[src/rtl/systolic_array_arbiter.sv]
// Round-robin arbiter that shares one systolic array and its matmul FSM between two requesters.
// Optional watchdog on RUN is built when ARRAY_ARB_WATCHDOG_EN is defined.
module systolic_array_arbiter #(
  parameter int COLS           = 4,
  parameter int TIMEOUT_CYCLES = 64
) (
  input  logic            clk,
  input  logic            rst,
  input  logic [1:0]      req,
  input  logic [COLS-1:0] output_col_valid,
  output logic [1:0]      grant,
  output logic            src_sel,
  output logic            fsm_rst,
  output logic [1:0]      done,
  output logic            busy,
  output logic            timeout_err
);

  // state   | meaning
  // IDLE    | array free, arbitrating requests
  // LAUNCH  | grant registered, matmul FSM held in reset for one cycle
  // RUN     | job in flight, watching the last column for its falling edge
  // RELEASE | done pulse to the granted requester, grant dropped
  typedef enum logic [1:0] {
    S_IDLE    = 2'd0,
    S_LAUNCH  = 2'd1,
    S_RUN     = 2'd2,
    S_RELEASE = 2'd3
  } state_e;

  state_e state_q, state_d;
  logic   src_sel_q, src_sel_d;
  logic   last_grant_q, last_grant_d;
  logic   seen_valid_q, seen_valid_d;
  logic   prev_last_q, prev_last_d;
  logic   pick;
  logic   last_col;
  logic   complete;
  logic   wd_expire;
  logic   unused_ok;
  logic [1:0] sel_onehot;

  assign last_col  = output_col_valid[COLS-1];
  assign complete  = seen_valid_q & prev_last_q & ~last_col;
  assign unused_ok = ^output_col_valid;

  always_ff @(posedge clk) begin
    if (rst) begin
      state_q      <= S_IDLE;
      src_sel_q    <= 1'b0;
      last_grant_q <= 1'b1;
      seen_valid_q <= 1'b0;
      prev_last_q  <= 1'b0;
    end else begin
      state_q      <= state_d;
      src_sel_q    <= src_sel_d;
      last_grant_q <= last_grant_d;
      seen_valid_q <= seen_valid_d;
      prev_last_q  <= prev_last_d;
    end
  end

  always_comb begin
    state_d      = state_q;
    src_sel_d    = src_sel_q;
    last_grant_d = last_grant_q;
    seen_valid_d = seen_valid_q;
    prev_last_d  = prev_last_q;
    pick         = 1'b0;
    case (state_q)
      S_IDLE: begin
        if (|req) begin
          // On a tie the requester that did not win last time goes next.
          pick         = (req == 2'b11) ? ~last_grant_q : req[1];
          src_sel_d    = pick;
          last_grant_d = pick;
          state_d      = S_LAUNCH;
        end
      end
      S_LAUNCH: begin
        seen_valid_d = 1'b0;
        prev_last_d  = 1'b0;
        state_d      = S_RUN;
      end
      S_RUN: begin
        prev_last_d = last_col;
        if (last_col) seen_valid_d = 1'b1;
        if (complete || wd_expire) state_d = S_RELEASE;
      end
      S_RELEASE: begin
        state_d = S_IDLE;
      end
      default: state_d = S_IDLE;
    endcase
  end

`ifdef ARRAY_ARB_WATCHDOG_EN
  localparam int WDW = $clog2(TIMEOUT_CYCLES + 1);

  logic [WDW-1:0] wd_q, wd_d;
  logic           timeout_q, timeout_d;

  always_ff @(posedge clk) begin
    if (rst) begin
      wd_q      <= '0;
      timeout_q <= 1'b0;
    end else begin
      wd_q      <= wd_d;
      timeout_q <= timeout_d;
    end
  end

  // Expiry fires on the RUN cycle whose increment would reach the limit; completion takes priority.
  always_comb begin
    wd_d      = wd_q;
    timeout_d = timeout_q;
    wd_expire = 1'b0;
    if (state_q == S_LAUNCH) begin
      wd_d = '0;
    end else if (state_q == S_RUN) begin
      wd_d = wd_q + WDW'(1);
      if (!complete && (wd_q == WDW'(TIMEOUT_CYCLES - 1))) begin
        wd_expire = 1'b1;
        timeout_d = 1'b1;
      end
    end
  end

  assign timeout_err = timeout_q;
`else
  localparam int unused_timeout_cycles = TIMEOUT_CYCLES;

  assign wd_expire   = 1'b0;
  assign timeout_err = 1'b0;
`endif

  assign sel_onehot = src_sel_q ? 2'b10 : 2'b01;
  assign grant      = ((state_q == S_LAUNCH) || (state_q == S_RUN)) ? sel_onehot : 2'b00;
  assign done       = (state_q == S_RELEASE) ? sel_onehot : 2'b00;
  assign src_sel    = src_sel_q;
  assign busy       = (state_q != S_IDLE);
  // Held in reset alongside the arbiter so the matmul FSM restarts cleanly after rst.
  assign fsm_rst    = rst | (state_q == S_LAUNCH);

endmodule
[config.mk]
export PLATFORM = sky130hd
export DESIGN_NAME = systolic_array_arbiter
export DESIGN_NICKNAME = d
export VERILOG_FILES = /design/src/rtl/systolic_array_arbiter.sv
export SDC_FILE = /design/constraint.sdc
export NUM_CORES = 1
export LEC_CHECK = 0
export ABC_AREA = 0
export BUFFER_PORTS_ARGS = -buffer_cell sky130_fd_sc_hd__buf_2
export CORE_MARGIN = 8
export CORE_UTILIZATION = 25
export CTS_CLUSTER_DIAMETER = 30
export DETAILED_ROUTE_END_ITERATION = 10
export PLACE_DENSITY_LB_ADDON = 0.25
export SLEW_MARGIN = 20
export SYNTH_ARGS = -nofsm -noshare
export SYNTH_HDL_FRONTEND = slang
export SYNTH_SLANG_ARGS = --single-unit
[constraint.sdc]
create_clock -name clk -period 2.33 [get_ports clk]
set_clock_uncertainty 0.05 [all_clocks]
set_input_delay 0.466 -clock clk [delete_from_list [all_inputs] [get_ports clk]]
set_output_delay 0.466 -clock clk [all_outputs]
set_load 0.01 [all_outputs]
==> results.ini, run 1 <==
[layout]
syn2layout_area_growth_pct = 23.8
final_common_cell = buf_2
stdcell_area_um2 = 468
stdcell_count = 72
final_net_count = 71
n_fill_cell = 162
post-route-util_pct = 32.2
antenna_cells = 0
most-common-layout-cells = buf_2 (11), dfxtp_1 (6), ha_1 (5)
layout-drive-gt1-share_pct = 30.4

[synthesis]
ys_seq_area_share_pct = 31.8
post_synth_inst_count = 43
netlist_area_um2 = 378
syn_nets = 56
ys.flop_type = dfxtp_1
synth_async_sr_flop_share_pct = 0
synth-edff-count = 0
yosys_warnings = 0
synthDistinctLibCells = 20
syn_area_per_cell_um2 = 8.79
synth-seq-cells = 6

[cts]
tritoncts = built
cts_buffers = 3
clockBufferDepth = 2
cts-root-buf = clkbuf_4
clkSlewWorstSetupHoldPaths_ps = 50
cts_resized = 0
post_cts_buffers = 0
hold_buffers = 0
h-tree-depth = 1
insertion_delay_ps = 240
cts.sinks = 6

[power_and_ir_drop]
powerDensity_mw_per_mm2 = 1130
ir_drop_mv = 0.322
p_leak_nw = 0.258

[detailed_routing]
drt_wl_total_um = 805
vias_per_cell = 4.33
num_vias = 312
remaining_drc_errors = 0
wl_per_cell_um = 11.2
drt-initial-drc-count = 1
postRouteAntennaNets = 0
drtPass1Iterations = 2

[global_routing]
gr-total-overflow = 0
grt_use_total_pct = 6.66
grt_pass1_wl_mm = 1.30
grt_pass1_vias = 316
grtUsageMet3_pct = 3.53
antenna_found_initial = 0
use_met2_pct = 9.25
grt-busiest-layer = met2
grt_max_degree = 9
grtUsageMet1_pct = 6.14

[place]
port_buffers = 11
place_ws_ps = 699
place_congestion = 0.688
placed_cells_incl_taps = 69
hpwl_um = 632
placed_area_um2 = 445

[flow_run]
drv_cap = 0

[sta]
finalCritPeriodShare_pct = 81.5
clock.fmax_mhz = 526
rsz0062_at_grt = no
finalCriticalPeriod_ps = 1900
finalSetupTns_ps = 0
maxSlewViolCount = 0
fin_ws_ps = 430
setup_violations = 0
final_hold_viol_count = 0

[worst_setup_path]
cp_slowest_cell = dfxtp_1
end_kind = primary output
r2r-end = state_q[0]$_SDFFE_PP0P_
r2r_slack_ps = 980
crit_arrival_ps = 1380
crit_start = state_q[1]$_SDFFE_PP0P_
cp_cell_sequence = inv_1, ha_1, and2_1, buf_2
critPathBufInv = 2
reg2reg_depth = 4
critPathLaunchType = register
critPathTopFamily = flip-flops
timing.rr.start = state_q[1]$_SDFFE_PP0P_
worstSetupPathType = register to primary output
crit_fanout = 5
cp_num_cells = 4
cp_slowest_stage_delay_ps = 400
required_ps = 1810

[hold_path]
hp-class = register to register
min_to = last_grant_q$_SDFFE_PP1P_
whs_path_depth = 1
hp-start = last_grant_q$_SDFFE_PP1P_

[die]
start_util_pct = 26.0
ios = 16
core-area_mm2 = 0.00145
die_area_mm2 = 0.00301
die_x_um = 54.9
rows = 14
fp.dieH_um = 54.9

[run_status]
outcome = complete, no violations

[registers in the layout, indices dropped and copies added (netlist names)]
signal        cells
src_sel           1
seen_valid_q      1
prev_last_q       1
last_grant_q      1
state_q           2
[logic make-up after synthesis]
group                    count (synthesis)  synth area share, %
AND/OR/NAND/NOR                         18                 27.8
AO/OA/AOI/OAI                            7                 14.2
flip-flops                               6                 31.8
buffers and inverters                    5                 5.96
adder cells (fa/ha/maj)                  5                 16.6
multiplexers                             1                 2.65
other                                    1                0.992
[power breakdown]
group | internal (mW) | leakage [nW] | switching [mW]
clock network | 0.0583 | 0.0138 | 0.0383
logic | 0.121 | 0.195 | 0.148
registers | 0.132 | 0.0493 | 0.0292
[synth_stat cells (2+ instances only)]
| cell | number | area [um2] |
|---|---|---|
| nor2_1 | 4 | 15.0 |
| and2_1 | 2 | 12.5 |
| nand2b_1 | 3 | 18.8 |
| dfxtp_1 | 6 | 120 |
| ha_1 | 5 | 62.6 |
| inv_1 | 4 | 15.0 |
| nand2_1 | 4 | 15.0 |
| nor2b_1 | 2 | 12.5 |
| a21oi_1 | 2 | 10.0 |
[metrics by stage]
stage,hold slack [ps],power (mW)
after detailed placement,424,0.434
after global routing,444,0.589
final,437,0.527
after global placement,425,0.432
after floorplan,409,0.351
after CTS,440,0.535
[layer usage]
metal	vias to the layer above	part of all wire, %	wire [um]
met4	0	3.4	27
met1	135	44	352
li1	169	-	-
met5	-	0	0
met3	2	7.7	62
met2	6	45	363
[cell type report]
type,instances,area (um2),share of cell area (%)
Multi-Input combinational cell,32,235,50.3
Sequential cell,6,120,25.7
Timing Repair Buffer,11,55.1,11.8
Clock buffer,3,22.5,4.81
Tap cell,16,20.0,4.28
Inverter,4,15.0,3.21
[how the worst max path moves through the flow]
stage / endpoint
global route: grant[0]
global placement: grant[1]
finish: grant[1]
floorplan: grant[0]
CTS: grant[1]
detailed placement: grant[1]
(Power assumes the default switching activity.)
==> inputs of run 2 (changes only) <==
- clock period: 2.33 -> 1.75 ns (I/O delays scaled with it)
==> run 2 against run 1 <==
Count of clock-buffer cells in the layout did not move. Final area rose by 3.5%. Sequential share of layout area fell by 0.087 points. Global-route usage grew 0.80 points. Flip-flop and latch count did not move. Wire length down 0.50%. Register-to-register slack got worse by 510 ps. Hold slack lost 120 ps. Utilization rose by 1.1 points. Critical endpoint is now fsm_rst. Largest cell class unchanged.
==> results.ini, run 2 (synthesized netlist as in run 1, its figures left out) <==
[layout]
largest_reg_flops = 2
syn2layout_area_growth_pct = 28.1
most-common-layout-cells = buf_2 (11), dfxtp_1 (5), nor2_1 (4), nand2_1 (4), ha_1 (4)
final_common_cell = buf_2
final_net_count = 71
antenna_cells = 0
n_fill_cell = 164
largest-register = state_q
layout-drive-gt1-share_pct = 37.5

[sta]
finalCritPeriodShare_pct = 95.0
fin_ws_ps = 87.2
setup_violations = 0
finalCriticalPeriod_ps = 1660
hold_ws_ps = 319
rsz0062_at_grt = no
finalSetupTns_ps = 0
final_hold_viol_count = 0
clock.fmax_mhz = 601
maxSlewViolCount = 0

[die]
ios = 16
core-area_mm2 = 0.00145
start_util_pct = 26.0
die_area_mm2 = 0.00301
die_x_um = 54.9
fp.dieH_um = 54.9
rows = 14

[flow_run]
drv_cap = 0

[place]
port_buffers = 11
place_ws_ps = 236
hpwl_um = 639
place_congestion = 0.687

[cts]
hold_buffers = 0
clkSlewWorstSetupHoldPaths_ps = 50
cts-root-buf = clkbuf_4
clockBufferDepth = 2
cts_buffers = 3
h-tree-depth = 1
insertion_delay_ps = 250
tritoncts = built
post_cts_buffers = 0
cts.sinks = 6

[power_and_ir_drop]
p_leak_nw = 0.259
ir_drop_mv = 0.542
powerDensity_mw_per_mm2 = 1560

[worst_setup_path]
crit_fanout = 5
end_kind = primary output
reg2reg_depth = 4
timing.rr.start = state_q[0]$_SDFFE_PP0P_
critPathLaunchType = register
crit_start = state_q[1]$_SDFFE_PP0P_
crit_arrival_ps = 1260
required_ps = 1350
crit_path_end = fsm_rst
worstSetupPathType = register to primary output
r2r-end = state_q[0]$_SDFFE_PP0P_
r2r_slack_ps = 470

[detailed_routing]
postRouteAntennaNets = 0
drt-initial-drc-count = 2
drt_wl_total_um = 801
vias_per_cell = 4.57
drtPass1Iterations = 2
num_vias = 329
wl_per_cell_um = 11.1
remaining_drc_errors = 0

[hold_path]
hp-start = rst
hp-class = input pin to register

[global_routing]
grt_pass1_wl_mm = 1.40
grt_max_degree = 9
grt_use_total_pct = 7.46
grt_pass1_vias = 319
gr-total-overflow = 0
antenna_found_initial = 0

[run_status]
outcome = complete, no violations

run 2: final cells by class:
type | instances | area, um2 | area share [%]
multi-input cells | 32 | 248 | 51.2
flip-flops and latches | 6 | 124 | 25.6
repair buffers | 11 | 55.1 | 11.4
clock buffers | 3 | 22.5 | 4.65
well taps | 16 | 20.0 | 4.13
inverters | 4 | 15.0 | 3.10
run 2: how the worst min path moves through the flow:
| stage | to | depth (start not counted) |
|---|---|---|
| after floorplan | state_q[0]$_SDFFE_PP0P_ | 1 |
| after global placement | last_grant_q$_SDFFE_PP1P_ | 1 |
| after detailed placement | last_grant_q$_SDFFE_PP1P_ | 1 |
| after CTS | seen_valid_q$_SDFFE_PP0P_ | 3 |
| after global routing | state_q[0]$_SDFFE_PP0P_ | 2 |
| final | state_q[0]$_SDFFE_PP0P_ | 2 |
run 2: per-stage QoR:
stage                     cells  power, mW  area, um2  utilization, %
after CTS                    72      0.765        482            33.1
after global placement       69      0.576        445            30.6
after detailed placement     69      0.577        445            30.6
after floorplan              43      0.468        378               -
final                        72      0.753        484            33.3
after global routing         72      0.851        484            33.3
run 2: critical path: stages (launching register included):
cell	delay [ps]
dfxtp_4	360
inv_2	50
ha_1	180
or2_2	280
buf_2	140
run 2: timing repair:
item | CTS | global route
gates resized for setup | 2 | 3
hold endpoints to repair | 0 | 0
setup endpoints to repair | 3 | 3
pin swaps | 0 | 0
run 2: metal layers:
layer | part of all wire, % | routed length (um) | GRT usage, % | vias up
met4 | 5.6 | 45 | 9.84 | 0
met5 | 0 | 0 | 0 | -
met2 | 50 | 401 | 10.4 | 8
met3 | 4.9 | 39 | 4.35 | 4
met1 | 39 | 314 | 6.58 | 148
li1 | - | - | - | 169
run 2: power by group:
part	internal, mW	switching [mW]	leakage [nW]
logic	0.198	0.201	0.196
clock network	0.0777	0.0517	0.0138
registers	0.183	0.0417	0.0500
total	0.459	0.294	0.259
